[src/rtl/cpu_ctrl_fsm.sv]
// cpu_ctrl_fsm
//    Moore controller that sequences the 16-bit datapath (register file,
//    shifter, ALU and status register) through one instruction per start pulse.
//    The opcode and op fields are captured when the FSM leaves WAIT. Later
//    changes on the instruction register do not affect the instruction in flight.
//
// Ports
//    clk     in   1  rising-edge clock
//    reset   in   1  synchronous active-low reset
//    s       in   1  start, sampled only in WAIT
//    opcode  in   3  IR[15:13]
//    op      in   2  IR[12:11]
//    w       out  1  high while idle in WAIT
//    nsel    out  3  one-hot regfile select: 001 Rm, 010 Rd, 100 Rn
//    vsel    out  2  writeback source: 00 datapath C, 01 sign-extended imm8
//    write   out  1  regfile write enable
//    loada   out  1  load A register
//    loadb   out  1  load B register
//    asel    out  1  force ALU A input to zero
//    bsel    out  1  ALU B from immediate (always 0 here)
//    loadc   out  1  load C register
//    loads   out  1  load status register
//    halt    out  1  HALT indicator, present only with ILLEGAL_TRAP_EN
//
// Build option
//    ILLEGAL_TRAP_EN : illegal encodings trap into HALT, which only reset can
//                      leave. Without it, illegal encodings retire as a NOP.

module cpu_ctrl_fsm #(
   parameter logic [2:0] OPC_ALU = 3'b101,
   parameter logic [2:0] OPC_MOV = 3'b110
) (
   input  logic       clk,
   input  logic       reset,
   input  logic       s,
   input  logic [2:0] opcode,
   input  logic [1:0] op,
   output logic       w,
   output logic [2:0] nsel,
   output logic [1:0] vsel,
   output logic       write,
   output logic       loada,
   output logic       loadb,
   output logic       asel,
   output logic       bsel,
   output logic       loadc,
`ifdef ILLEGAL_TRAP_EN
   output logic       loads,
   output logic       halt
`else
   output logic       loads
`endif
);

   typedef enum logic [3:0] {
      stWait,
      stDecode,
      stWrImm,
      stGetA,
      stGetB,
      stExec,
      stWrReg,
`ifdef ILLEGAL_TRAP_EN
      stCmp,
      stHalt
`else
      stCmp
`endif
   } stateT;

   stateT      state, stateNext;
   logic [2:0] opcReg;
   logic [1:0] opReg;

   always_ff @(posedge clk) begin
      if (!reset) begin
         state  <= stWait;
         opcReg <= '0;
         opReg  <= '0;
      end else begin
         state <= stateNext;
         if (state == stWait && s) begin
            opcReg <= opcode;
            opReg  <= op;
         end
      end
   end

   always_comb begin
      stateNext = state;
      w         = 1'b0;
      nsel      = '0;
      vsel      = '0;
      write     = 1'b0;
      loada     = 1'b0;
      loadb     = 1'b0;
      asel      = 1'b0;
      bsel      = 1'b0;
      loadc     = 1'b0;
      loads     = 1'b0;
`ifdef ILLEGAL_TRAP_EN
      halt      = 1'b0;
`endif
      unique case (state)
         stWait: begin
            w = 1'b1;
            if (s) stateNext = stDecode;
         end
         stDecode: begin
            // Any encoding not matched below is illegal: it traps or retires as a NOP.
`ifdef ILLEGAL_TRAP_EN
            stateNext = stHalt;
`else
            stateNext = stWait;
`endif
            if (opcReg == OPC_ALU) begin
               stateNext = stGetA;
            end else if (opcReg == OPC_MOV) begin
               if (opReg == 2'b10)      stateNext = stWrImm;
               else if (opReg == 2'b00) stateNext = stGetA;
            end
         end
         stWrImm: begin
            nsel      = 3'b100;
            vsel      = 2'b01;
            write     = 1'b1;
            stateNext = stWait;
         end
         stGetA: begin
            nsel      = 3'b100;
            loada     = 1'b1;
            stateNext = stGetB;
         end
         stGetB: begin
            nsel      = 3'b001;
            loadb     = 1'b1;
            stateNext = (opcReg == OPC_ALU && opReg == 2'b01) ? stCmp : stExec;
         end
         stExec: begin
            // Only MOV register reaches EXEC with the MOV opcode; zeroing A
            // turns the ALU add into a pass-through of B.
            loadc     = 1'b1;
            asel      = (opcReg == OPC_MOV);
            stateNext = stWrReg;
         end
         stWrReg: begin
            nsel      = 3'b010;
            vsel      = 2'b00;
            write     = 1'b1;
            stateNext = stWait;
         end
         stCmp: begin
            loads     = 1'b1;
            stateNext = stWait;
         end
`ifdef ILLEGAL_TRAP_EN
         stHalt: begin
            halt      = 1'b1;
            stateNext = stHalt;
         end
`endif
         default: stateNext = stWait;
      endcase
   end

endmodule
[config.mk]
export PLATFORM = sky130hd
export DESIGN_NAME = cpu_ctrl_fsm
export DESIGN_NICKNAME = d
export VERILOG_FILES = /design/src/rtl/cpu_ctrl_fsm.sv
export SDC_FILE = /design/constraint.sdc
export NUM_CORES = 1
export LEC_CHECK = 0
export BUFFER_PORTS_ARGS = -buffer_cell sky130_fd_sc_hd__buf_2
export CORE_MARGIN = 2
export CORE_UTILIZATION = 25
export DETAILED_ROUTE_END_ITERATION = 8
export GPL_ROUTABILITY_DRIVEN = 0
export GPL_TIMING_DRIVEN = 0
export PLACE_DENSITY = 0.5
export RECOVER_POWER = 50
export SYNTH_ARGS = -nofsm -noshare
export SYNTH_HDL_FRONTEND = slang
export SYNTH_SLANG_ARGS = --single-unit
export TNS_END_PERCENT = 1
[constraint.sdc]
create_clock -name clk -period 1.5 [get_ports clk]
set_clock_uncertainty 0.1 [all_clocks]
set_input_delay 0.075 -clock clk [delete_from_list [all_inputs] [get_ports clk]]
set_output_delay 0.075 -clock clk [all_outputs]
set_load 0.02 [all_outputs]
==> run_results.csv <==
group,metric,value,unit
placed_design,hpwl,749,um
cells_and_area,multi_input_area,277,um2
critical_path,worstReg2RegEnd,"opReg[0]$_SDFFE_PN0P_",
cells_and_area,final_common_cell,"buf_2",
grt,met3_usage,1.85,%
run,cap_violations,0,
yosys,netlist_instances,55,
run_status,status,"finished clean",
cells_and_area,final_cells,110,
placed_design,place_ws,13.8,ps
sta,max_clock_freq,0.719,GHz
critical_path,crit_start,"state[1]$_SDFFE_PN0P_",
routing,vias,438,
yosys,ys_ff_latch,8,
yosys,avgSynthCellArea,9.01,um2
placed_design,port_buffers,17,
hold_path,min_path_type,"in -> reg",
clock_network,clkSinkCount,8,
grt,grt_max_degree,11,
critical_path,required,1320,ps
sta,rsz0062_at_grt,"no",
critical_path,r2r_start,"state[0]$_SDFFE_PN0P_",
power_and_ir_drop,cellLeakagePower,0.332,nW
cells_and_area,regArea,163,um2
grt,grt_pass1_wl,1.71,mm
cells_and_area,n_fill_cell,222,
yosys,ys_seq_area_share,32.3,%
critical_path,crit_path_cell_trace,"buf_6 > nor2_1 > and2_1 > buf_4 > buf_2",
routing,first_iter_violations,1,
yosys,yosys-top-cells-area,"dfxtp_1 32%, nor2b_1 11%, mux2i_1 10%",
cells_and_area,drive_gt1_share,37.3,%
routing,drc_errors,0,
sta,setup_tns,0,ps
routing,wl,1.00,mm
clock_network,cts-buffers-inserted,3,
clock_network,cts-root-buf,"clkbuf_4",
critical_path,slowest_stage,"dfxtp_2",
sta,finalSetupViolCount,0,
yosys,synth_top_area_share,32.3,%
power_and_ir_drop,fin_total_pwr,0.474,mW
sta,setup_ws,109,ps
sta,hold_viol_final,0,
critical_path,critPathCaptureType,"output port",
sta,finalCritPeriodShare,92.7,%
grt,overflow,0,
grt,grtUsageMet1,11.7,%
critical_path,path_buf_inv,3,
grt,antenna_found_initial,0,
critical_path,worstSetupPathType,"reg -> out",
grt,grt_pass1_vias,426,
clock_network,cts_tree,"done",
clock_network,htree_levels,1,
power_and_ir_drop,power.density,673,nW/um2
cells_and_area,final_nets,93,
floorplan,start_util,25.8,%
routing,drt_first_pass_iters,4,
cells_and_area,most-common-layout-cells,"16 x buf_2, 8 x nor2b_1, 6 x dfxtp_1, 5 x mux2i_1, 5 x dlygate4sd3_1",
critical_path,crit_family,"buffers and inverters",
critical_path,start_kind,"flop",
clock_network,clock_latency,250,ps
clock_network,clockBufferDepth,2,
power_and_ir_drop,vdd_drop_max,0.290,mV
routing,ant_nets,0,
floorplan,io_pins,21,
yosys,syn-cell-area,495,um2
routing,routedWlPerCell,9.12,um
floorplan,fp.dieH,48.5,um
critical_path,r2r_slack,140,ps
critical_path,ff2ff_path_depth,5,
routing,vias_per_cell,3.98,
critical_path,cp-endpoint,"nsel[0]",
sta,slew_violations,0,
grt,grt_util_all_layers,9.22,%
placed_design,place_inst,100,
critical_path,crit_path_max_incr_delay,330,ps
grt,grt-busiest-layer,"met2",
critical_path,critical_path_depth,5,
critical_path,cp.arrival,1220,ps
clock_network,clk_pin_slew,50,ps
grt,grtUsageMet2,14.4,%
cells_and_area,syn_to_final_growth,42.2,%
floorplan,die_area,2350,um2
floorplan,core.rowCount,16,
cells_and_area,antenna_cells,0,
sta,period_needed,1390,ps
yosys,synth_top_area_cell,"dfxtp_1",
floorplan,die_x,48.5,um
floorplan,core,1920,um2
yosys,synth.distinct_cells,27,
critical_path,crit_fanout,10,
yosys,yosys_warnings,0,
## where the power goes
part / internal [mW] / switching (mW)
Clock: 0.0913 / 0.0693
Sequential: 0.223 / 0.00801
Combinational: 0.0475 / 0.0350
## logic make-up after synthesis
group | count (synthesis) | synth area share, %
simple gates | 26 | 36.1
flops | 8 | 32.3
buf+inv | 8 | 11.4
compound gates | 7 | 9.35
mux | 5 | 10.1
other cells | 1 | 0.757
## layer usage
layer	part of all wire (%)	wire [um]
met2	46	464
met1	46	465
met5	0	0
met3	6.1	61
met4	1.0	10
## state kept, by name (all words and copies together) (netlist names)
register  count
opcReg        3
state         3
opReg         2
## tightest hold or removal path, stage by stage
cell     delay (ps)
buf_2            80
mux2i_1          50
nor2b_1         100
## synth_stat cells, drive strengths merged
cell,number
o221ai,1
nand3b,1
and2b,1
mux2i,5
a31oi,1
nor3,1
and2,3
clkdlybuf4s25,1
nor3b,2
and3b,1
nor2,3
clkbuf,1
nand4bb,1
nor2b,9
and3,1
conb,1
o21a,1
nor4b,1
buf,5
inv,1
o211ai,1
o21ai,2
o22ai,1
dfxtp,8
nand2,2
## worst min path at each step
stage	startpoint	endpoint	slack, ps	cells after the start
2_1_floorplan	s	state[0]$_SDFFE_PN0P_	120	2
3_3_place_gp	opcode[0]	opcReg[0]$_SDFFE_PN0P_	230	3
3_5_place_dp	op[1]	opReg[1]$_SDFFE_PN0P_	240	3
4_1_cts	opcode[1]	opcReg[1]$_SDFFE_PN0P_	8	3
5_1_grt	opcode[1]	opcReg[1]$_SDFFE_PN0P_	30	3
6_report	opcode[1]	opcReg[1]$_SDFFE_PN0P_	2	3
## per-stage QoR
step                      util (%)  area (um2)  hold slack, ps
after global placement        32.3         621             231
after detailed placement      32.3         621             243
final                         36.7         704            1.50
after global routing          36.7         704            30.4
after CTS                     36.3         697            7.94
after floorplan                  -         502             121
## cell type report
| cell class | count | area share, % |
|---|---|---|
| plain buffers | 7 | 8.88 |
| clock buffers | 3 | 3.20 |
| inverters | 1 | 0.533 |
| multi-input cells | 40 | 39.3 |
| flip-flops and latches | 8 | 23.1 |
| well taps | 27 | 4.80 |
| repair buffers | 24 | 20.2 |
## what timing repair did
item | CTS | global route
setup endpoints to repair | 7 | 9
hold endpoints to repair | 5 | 0
resized for setup | 2 | 5
buffers inserted | 0 | 2
pin swaps | 0 | 1
hold buffers | 5 | 0
Power figures use the tool's default switching activity.
